===== config.mk =====
export PLATFORM = sky130hd
export DESIGN_NAME = serial_pattern_tx
export DESIGN_NICKNAME = d
export VERILOG_FILES = /design/src/rtl/serial_pattern_tx.sv
export SDC_FILE = /design/constraint.sdc
export NUM_CORES = 1
export LEC_CHECK = 0
export ABC_AREA = 1
export CAP_MARGIN = 5
export CELL_PAD_IN_SITES_DETAIL_PLACEMENT = 1
export CELL_PAD_IN_SITES_GLOBAL_PLACEMENT = 1
export CORE_MARGIN = 3
export CORE_UTILIZATION = 41
export DETAILED_ROUTE_END_ITERATION = 16
export GPL_TIMING_DRIVEN = 0
export PLACE_DENSITY = 0.93
export SYNTH_ARGS = -nofsm -noshare
export SYNTH_HDL_FRONTEND = slang
export SYNTH_SLANG_ARGS = --single-unit
export TNS_END_PERCENT = 10

===== constraint.sdc =====
create_clock -name clk -period 2.4 [get_ports clk]
set_clock_uncertainty 0.15 [all_clocks]
set_input_delay 0.36 -clock clk [delete_from_list [all_inputs] [get_ports clk]]
set_output_delay 0.36 -clock clk [all_outputs]
set_load 0.01 [all_outputs]

===== src/rtl/serial_pattern_tx.sv =====
// Serial word transmitter: shifts a parallel word out MSB-first with a programmable
// idle gap, and keeps a saturating count of overlapping "101" patterns driven on x.
module serial_pattern_tx #(
    parameter int WIDTH = 8,
    parameter int GAP   = 2,
    parameter int CNT_W = 8
) (
    input  logic             clk,
    input  logic             rst,
    input  logic [WIDTH-1:0] data_in,
    input  logic             load,
    output logic             ready,
    input  logic             clr_cnt,
    output logic             x,
    output logic             x_valid,
    output logic             busy,
    output logic             done,
    output logic [CNT_W-1:0] exp_cnt
);

    localparam int               BW       = $clog2(WIDTH);
    localparam logic [BW-1:0]    LAST_BIT = BW'(WIDTH - 1);
    localparam logic [3:0]       GAP_LAST = (GAP > 0) ? 4'(GAP - 1) : 4'd0;
    localparam bit               CHAIN    = (GAP == 0);
    localparam logic [CNT_W-1:0] CNT_MAX  = '1;

    typedef enum logic [1:0] {
        S_IDLE,
        S_SHIFT,
        S_GAP
    } state_t;

    state_t           state_q, state_d;
    logic [WIDTH-1:0] shreg_q, shreg_d;
    logic [BW-1:0]    bit_q, bit_d;
    logic [3:0]       gap_q, gap_d;
    logic             x_q, x_d;
    logic             xv_q, xv_d;
    logic             done_q, done_d;
    logic             h1_q, h0_q;
    logic [CNT_W-1:0] cnt_q, cnt_d;
    logic             accept;
    logic             match;

    // With no gap, the last-bit cycle also accepts the next word so words chain back to back.
    always_comb begin
        ready  = (state_q == S_IDLE) ||
                 (CHAIN && (state_q == S_SHIFT) && (bit_q == LAST_BIT));
        accept = load && ready;
    end

    always_comb begin
        state_d = state_q;
        shreg_d = shreg_q;
        bit_d   = bit_q;
        gap_d   = gap_q;
        x_d     = 1'b0;
        xv_d    = 1'b0;
        done_d  = 1'b0;

        case (state_q)
            S_IDLE: begin
            end
            S_SHIFT: begin
                if (bit_q == LAST_BIT) begin
                    done_d  = 1'b1;
                    gap_d   = '0;
                    state_d = CHAIN ? S_IDLE : S_GAP;
                end else begin
                    x_d     = shreg_q[WIDTH-1];
                    xv_d    = 1'b1;
                    shreg_d = shreg_q << 1;
                    bit_d   = bit_q + 1'b1;
                end
            end
            S_GAP: begin
                if (gap_q == GAP_LAST) begin
                    state_d = S_IDLE;
                end else begin
                    gap_d = gap_q + 1'b1;
                end
            end
            default: state_d = S_IDLE;
        endcase

        // An accepted load overrides the per-state defaults; done from the case is kept.
        if (accept) begin
            x_d     = data_in[WIDTH-1];
            xv_d    = 1'b1;
            shreg_d = data_in << 1;
            bit_d   = '0;
            state_d = S_SHIFT;
        end
    end

    // Pattern tracking sees every value registered onto x, so it lines up with a Mealy detector.
    always_comb begin
        match = x_d && h1_q && !h0_q;
        cnt_d = cnt_q;
        if (clr_cnt) begin
            cnt_d = '0;
        end else if (match && (cnt_q != CNT_MAX)) begin
            cnt_d = cnt_q + 1'b1;
        end
    end

    always_ff @(posedge clk or posedge rst) begin
        if (rst) begin
            state_q <= S_IDLE;
            shreg_q <= '0;
            bit_q   <= '0;
            gap_q   <= '0;
            x_q     <= 1'b0;
            xv_q    <= 1'b0;
            done_q  <= 1'b0;
            h1_q    <= 1'b0;
            h0_q    <= 1'b0;
            cnt_q   <= '0;
        end else begin
            state_q <= state_d;
            shreg_q <= shreg_d;
            bit_q   <= bit_d;
            gap_q   <= gap_d;
            x_q     <= x_d;
            xv_q    <= xv_d;
            done_q  <= done_d;
            h1_q    <= h0_q;
            h0_q    <= x_d;
            cnt_q   <= cnt_d;
        end
    end

    assign x       = x_q;
    assign x_valid = xv_q;
    assign done    = done_q;
    assign busy    = (state_q != S_IDLE);
    assign exp_cnt = cnt_q;

endmodule

## Word-level counts from Yosys, hierarchy flattened

Index checks and enable logic that the tools add are counted.

| storage, ports and cells | value |
|---|---|
| memory bits (writable) | 0 |
| memory bits (read-only) | 0 |
| output and inout port bits | 13 |
| bits in latches | 0 |
| flip-flop bits (word level) | 29 |
| input port bits | 12 |
| memories | 0 |
| logic and storage cells | 59 |

| cells by class | value |
|---|---|
| add/subtract/negate cells | 3 |
| muxes and demuxes | 23 |
| bitwise operators | 0 |
| reduce and logical (&&, ||, !) cells | 13 |
| div/mod/pow operators | 0 |
| multipliers | 0 |
| $lt $le $gt $ge | 0 |
| equal/unequal tests | 11 |
| shifts and indexed selects | 0 |

Operators with widths:

| cell | number |
|---|---|
| 2-to-1 mux 8 bit | 5 |
| 2-to-1 mux 3 bit | 3 |
| adder 8 x 1 -> 8 bit, second input constant | 1 |
| 2-to-1 mux 1 bit | 8 |
| 2-to-1 mux 4 bit | 2 |
| inequality test 8 bit, second input constant | 1 |
| one-hot mux 4 bit (2 select lines) | 1 |
| nonzero test 2 bit | 4 |
| 2-to-1 mux 2 bit | 3 |
| inequality test 2 bit, second input constant | 3 |
| inequality test 3 bit, second input constant | 2 |
| one-hot mux 2 bit (3 select lines) | 1 |
| AND reduction 3 bit | 2 |
| adder 4 x 1 -> 4 bit, second input constant | 1 |
| == test 4 x 1 -> 1 bit, second input constant | 1 |
| logical AND 1 bit | 4 |
| adder 3 x 1 -> 3 bit, second input constant | 1 |
| == test 3 bit, second input constant | 1 |
| == test 2 x 1 -> 1 bit, second input constant | 1 |
| == test 2 bit, second input constant | 1 |
| logical NOT 2 bit | 1 |
| inequality test 2 x 1 -> 1 bit, second input constant | 1 |
| AND reduction 2 bit | 1 |
| logical NOT 1 bit | 1 |

## Longest topological paths before layout

| depth | value |
|---|---|
| depth in word-level cells | 9 |
| depth in mapped cells | 9 |
| depth with buffers taken out | 9 |

## Least setup slack after synthesis

OpenSTA, ideal clock, no wires.

| path | value |
|---|---|
| kind | register to register |
| start point | register state_q[0] |
| end point | register cnt_q[6], in the netlist exp_cnt[6] |
| path buffers | 0 |
| library setup time | 0.117 ns |
| path slack | 0.830 ns |
| cell stages (with the launch flop) | 9 |
| period minus slack after synthesis | 1.570 ns |
| required time | 2.133 ns |
| data arrival time | 1.303 ns |
| path through | dfrtp_1 > inv_1 > ha_1 > nand2_2 > nor2_1 > o21bai_2 > nand2_4 > nand3_1 > nand2_1 |

| between the ends | value |
|---|---|
| word-level cells in the longest chain between the ends | 7 |
| elaborated cells between the ends (all ways) | 9 |
| those cells by class | 1 x eq/ne; 2 x mux; 6 x reduce/logical |

RTL lines:

| what | RTL line | text |
|---|---|---|
| start, declared | 33 | `state_t state_q, state_d;` |
| start signal, assigned | 120 | `state_q <= state_d;` |
| logical NOT 2 bit | 47 | `ready = (state_q == S_IDLE) \|\|` |
| net ready | 12 | `output logic ready,` |
| logical AND 1 bit | 49 | `accept = load && ready;` |
| 2-to-1 mux 1 bit | 87 | `if (accept) begin` |
| net x_d | 37 | `logic x_q, x_d;` |
| logical AND 1 bit (2 in series) | 98 | `match = x_d && h1_q && !h0_q;` |
| logical AND 1 bit | 102 | `end else if (match && (cnt_q != CNT_MAX)) begin` |
| nonzero test 2 bit (no line) | -- |  |
| end signal, assigned | 129 | `cnt_q <= cnt_d;` |
| end, declared | 41 | `logic [CNT_W-1:0] cnt_q, cnt_d;` |

The timed path passes the listed nets, and every way through them passes these cells.
A chain may end at the register's enable or synchronous reset.

## Worst setup path after layout

| path | value |
|---|---|
| start point | register state_q[0] |
| end point | output busy |

| between the ends | value |
|---|---|
| word-level cells in the longest chain between the ends | 1 |

RTL lines:

| what | RTL line | text |
|---|---|---|
| nonzero test 2 bit | 136 | `assign busy = (state_q != S_IDLE);` |
| end, declared | 16 | `output logic busy,` |

No other way between the ends.

==> results.tsv <==
stage	metric	value	unit
routing	antenna_left	0	
floorplanning	io_pins	25	
placed_design	portBuffers	24	
finish	layout_commonest_cell	nand2_1	
hold_path	holdPathEnd	h1_q	
floorplanning	start_util	0.441	
finish	fin_cells	262	
finish	drive_gt1_frac	0.0833	
worst_setup_path	r2r-start	state_q[0]	
grt	gr-total-overflow	0	
power	power_leakage	0.964	nW
floorplanning	die_h	66.8	um
sta	max_freq	464	MHz
worst_setup_path	critical_path.startpoint	state_q[0]	
routing	wl	3510	um
clock_tree	path_clk_slew	0.09	ns
hold_path	hold_depth	0	
routing	met3_wirelength	76	um
worst_setup_path	r2r-end	exp_cnt[2]	
routing	drt_pass1_iterations	4	
placed_design	gp_congestion	0.811	
grt	grt_pass1_vias	1355	
synthesis	syn_avg_cell_area	8.07	sq um
routing	wl_met2	1810	um
run_status	outcome	finished clean	
sta	period_needed	2.15	ns
placed_design	dp_cells	258	
clock_tree	cts_resized	0	
grt	grt_pass1_wl	5950	um
worst_setup_path	cp-start-kind	flop	
sta	finalHoldViolations	0	
floorplanning	fp.coreArea	3440	sq um
synthesis	synthCells	188	
worst_setup_path	cp.arrival	1.64	ns
hold_path	min-delay-start	h0_q	
hold_path	worst_hold_path_type	flop to flop	
routing	vias_per_cell	5.02	
finish	nNetsFinal	238	
clock_tree	cts_sinks	28	
clock_tree	cts_setup_buffers	0	
grt	grt_max_degree	29	
flow_run	maxCapViolations	0	
routing	via_count	1316	
grt	antenna_found_initial	0	
synthesis	syn_nets	209	
synthesis	seq_area_frac_synth	0.462	
finish	most-common-layout-cells	50 x nand2_1, 30 x nand3_1, 28 x dfrtp_1	
routing	drt-met1-wl	1540	um
clock_tree	cts_tree	built	
sta	fin_crit_sh	0.897	
worst_setup_path	endpoint_kind	output pin	
synthesis	yosys.area.top_type_share	0.462	
power	irDropWorstVdd	0.000430	V
finish	antenna_cells	0	
floorplanning	fp.dieW	66.8	um
worst_setup_path	critical_path_class	flop to output pin	
worst_setup_path	reg2reg_slack	0.57	ns
routing	highest_layer	met4	
floorplanning	rows	21	
worst_setup_path	r2r_cells	8	
routing	drt_iter0_markers	42	
power	power_density	808	nW/um^2
sta	finalSetupViolations	0	
finish	syn_to_final_growth	23.3	%
placed_design	dpl.hpwl	2560	um
synthesis	synthesis.area	1520	sq um
synthesis	synthTopCellsByArea	dfrtp_1 46%, nand2_1 12%, nand3_1 9.9%	
routing	drcViolationCount	0	
grt	track_usage	0.177	
synthesis	synth-seq-cells	28	
sta	worstMarginPinSlew	1.05	ns
synthesis	ys_types	21	
sta	drv_slew	0	
synthesis	yosys.area.top_type	dfrtp_1	
clock_tree	cts-root-buf	clkbuf_8	
clock_tree	cts_buffer_depth	2	
worst_setup_path	cp.required	1.89	ns
routing	wl_per_cell	13.4	um
clock_tree	cts.htree.levels	1	
synthesis	yosys_warnings	0	
sta	fin_setup_tns	0	ns
worst_setup_path	critical_path_peak_fanout	3	
clock_tree	clk_latency	0.27	ns
clock_tree	cts_inserted_buffers	3	
floorplanning	dieArea	4460	sq um
sta	maxSlewHeadroom	0.298	
sta	rsz0062_at_grt	false	
clock_tree	postCtsHoldBufs	0	
layer usage:
layer / vias to the layer above / track usage
li1: 647 / -
met1: 641 / 0.204
met2: 20 / 0.317
met3: 8 / 0.0253
met4: 0 / 0.0888
met5: - / 0
cells by family (layout without fill, tap and decap cells):
family / after synthesis / count (layout) / share of synthesized area
adders and majority gates: 9 / 9 / 0.0743
DFF: 28 / 28 / 0.462
xor gates and xnor gates: 3 / 3 / 0.0173
AOI/OAI and AO/OA: 13 / 13 / 0.0578
buffers and inverters: 31 / 59 / 0.0776
and+or+nand+nor: 104 / 104 / 0.311
cell usage after synthesis (all sizes together):
cell type / count
a22o: 3
xnor2: 1
xor2: 2
nor3: 1
nand2: 55
nand4: 2
o21ai: 7
inv: 30
o211ai: 1
o21bai: 2
nor2: 16
buf: 1
dfrtp: 28
ha: 9
nand3: 30
critical path: stages, from the launching register on:
cell and delay (ns):
dfrtp_1 0.40, inv_1 0.10, ha_1 0.25, inv_1 0.08, clkdlybuf4s50_1 0.55
per-stage QoR:
stage                     instance area (sq um)  setup WS [ns]  total power, mW   util  hold slack, ns
after global placement                     1810          0.563             1.19  0.527           0.246
after global routing                       1870          0.150             1.63  0.543           0.281
after detailed placement                   1810          0.521             1.23  0.527           0.251
after floorplan                            1520          0.830             1.02      -           0.275
after CTS                                  1870          0.237             1.53  0.543           0.272
final                                      1870          0.246             1.51  0.543           0.265
where the power goes:
group          internal (mW)  total, mW  switching, mW  leakage (nW)
Clock                  0.147      0.289          0.142        0.0288
Combinational          0.218      0.557          0.339         0.562
Sequential             0.587      0.665         0.0780         0.373
final cells by class:
class / count / area, sq um
fill: 440 / 1570
timing repair buffer: 24 / 240
clock buffer: 4 / 55.1
sequential: 28 / 701
buffer: 1 / 5.00
inverter: 30 / 113
tap: 46 / 57.6
multi-input combinational: 129 / 698
registers in the layout (all words and copies together), names as in the netlist:
signal	count
gap_q	4
h0_q	1
shreg_q	7
done	1
state_q	2
exp_cnt	8
h1_q	1
bit_q	3
x_valid	1
worst max path at each step:
| stage | endpoint | slack, ns | cells after the start |
|---|---|---|---|
| floorplan | exp_cnt[6] | 0.83 | 8 |
| global placement | exp_cnt[1] | 0.56 | 2 |
| detailed placement | exp_cnt[0] | 0.52 | 7 |
| CTS | busy | 0.24 | 4 |
| global route | busy | 0.15 | 4 |
| finish | busy | 0.25 | 4 |
Power figures use the tool's default switching activity.
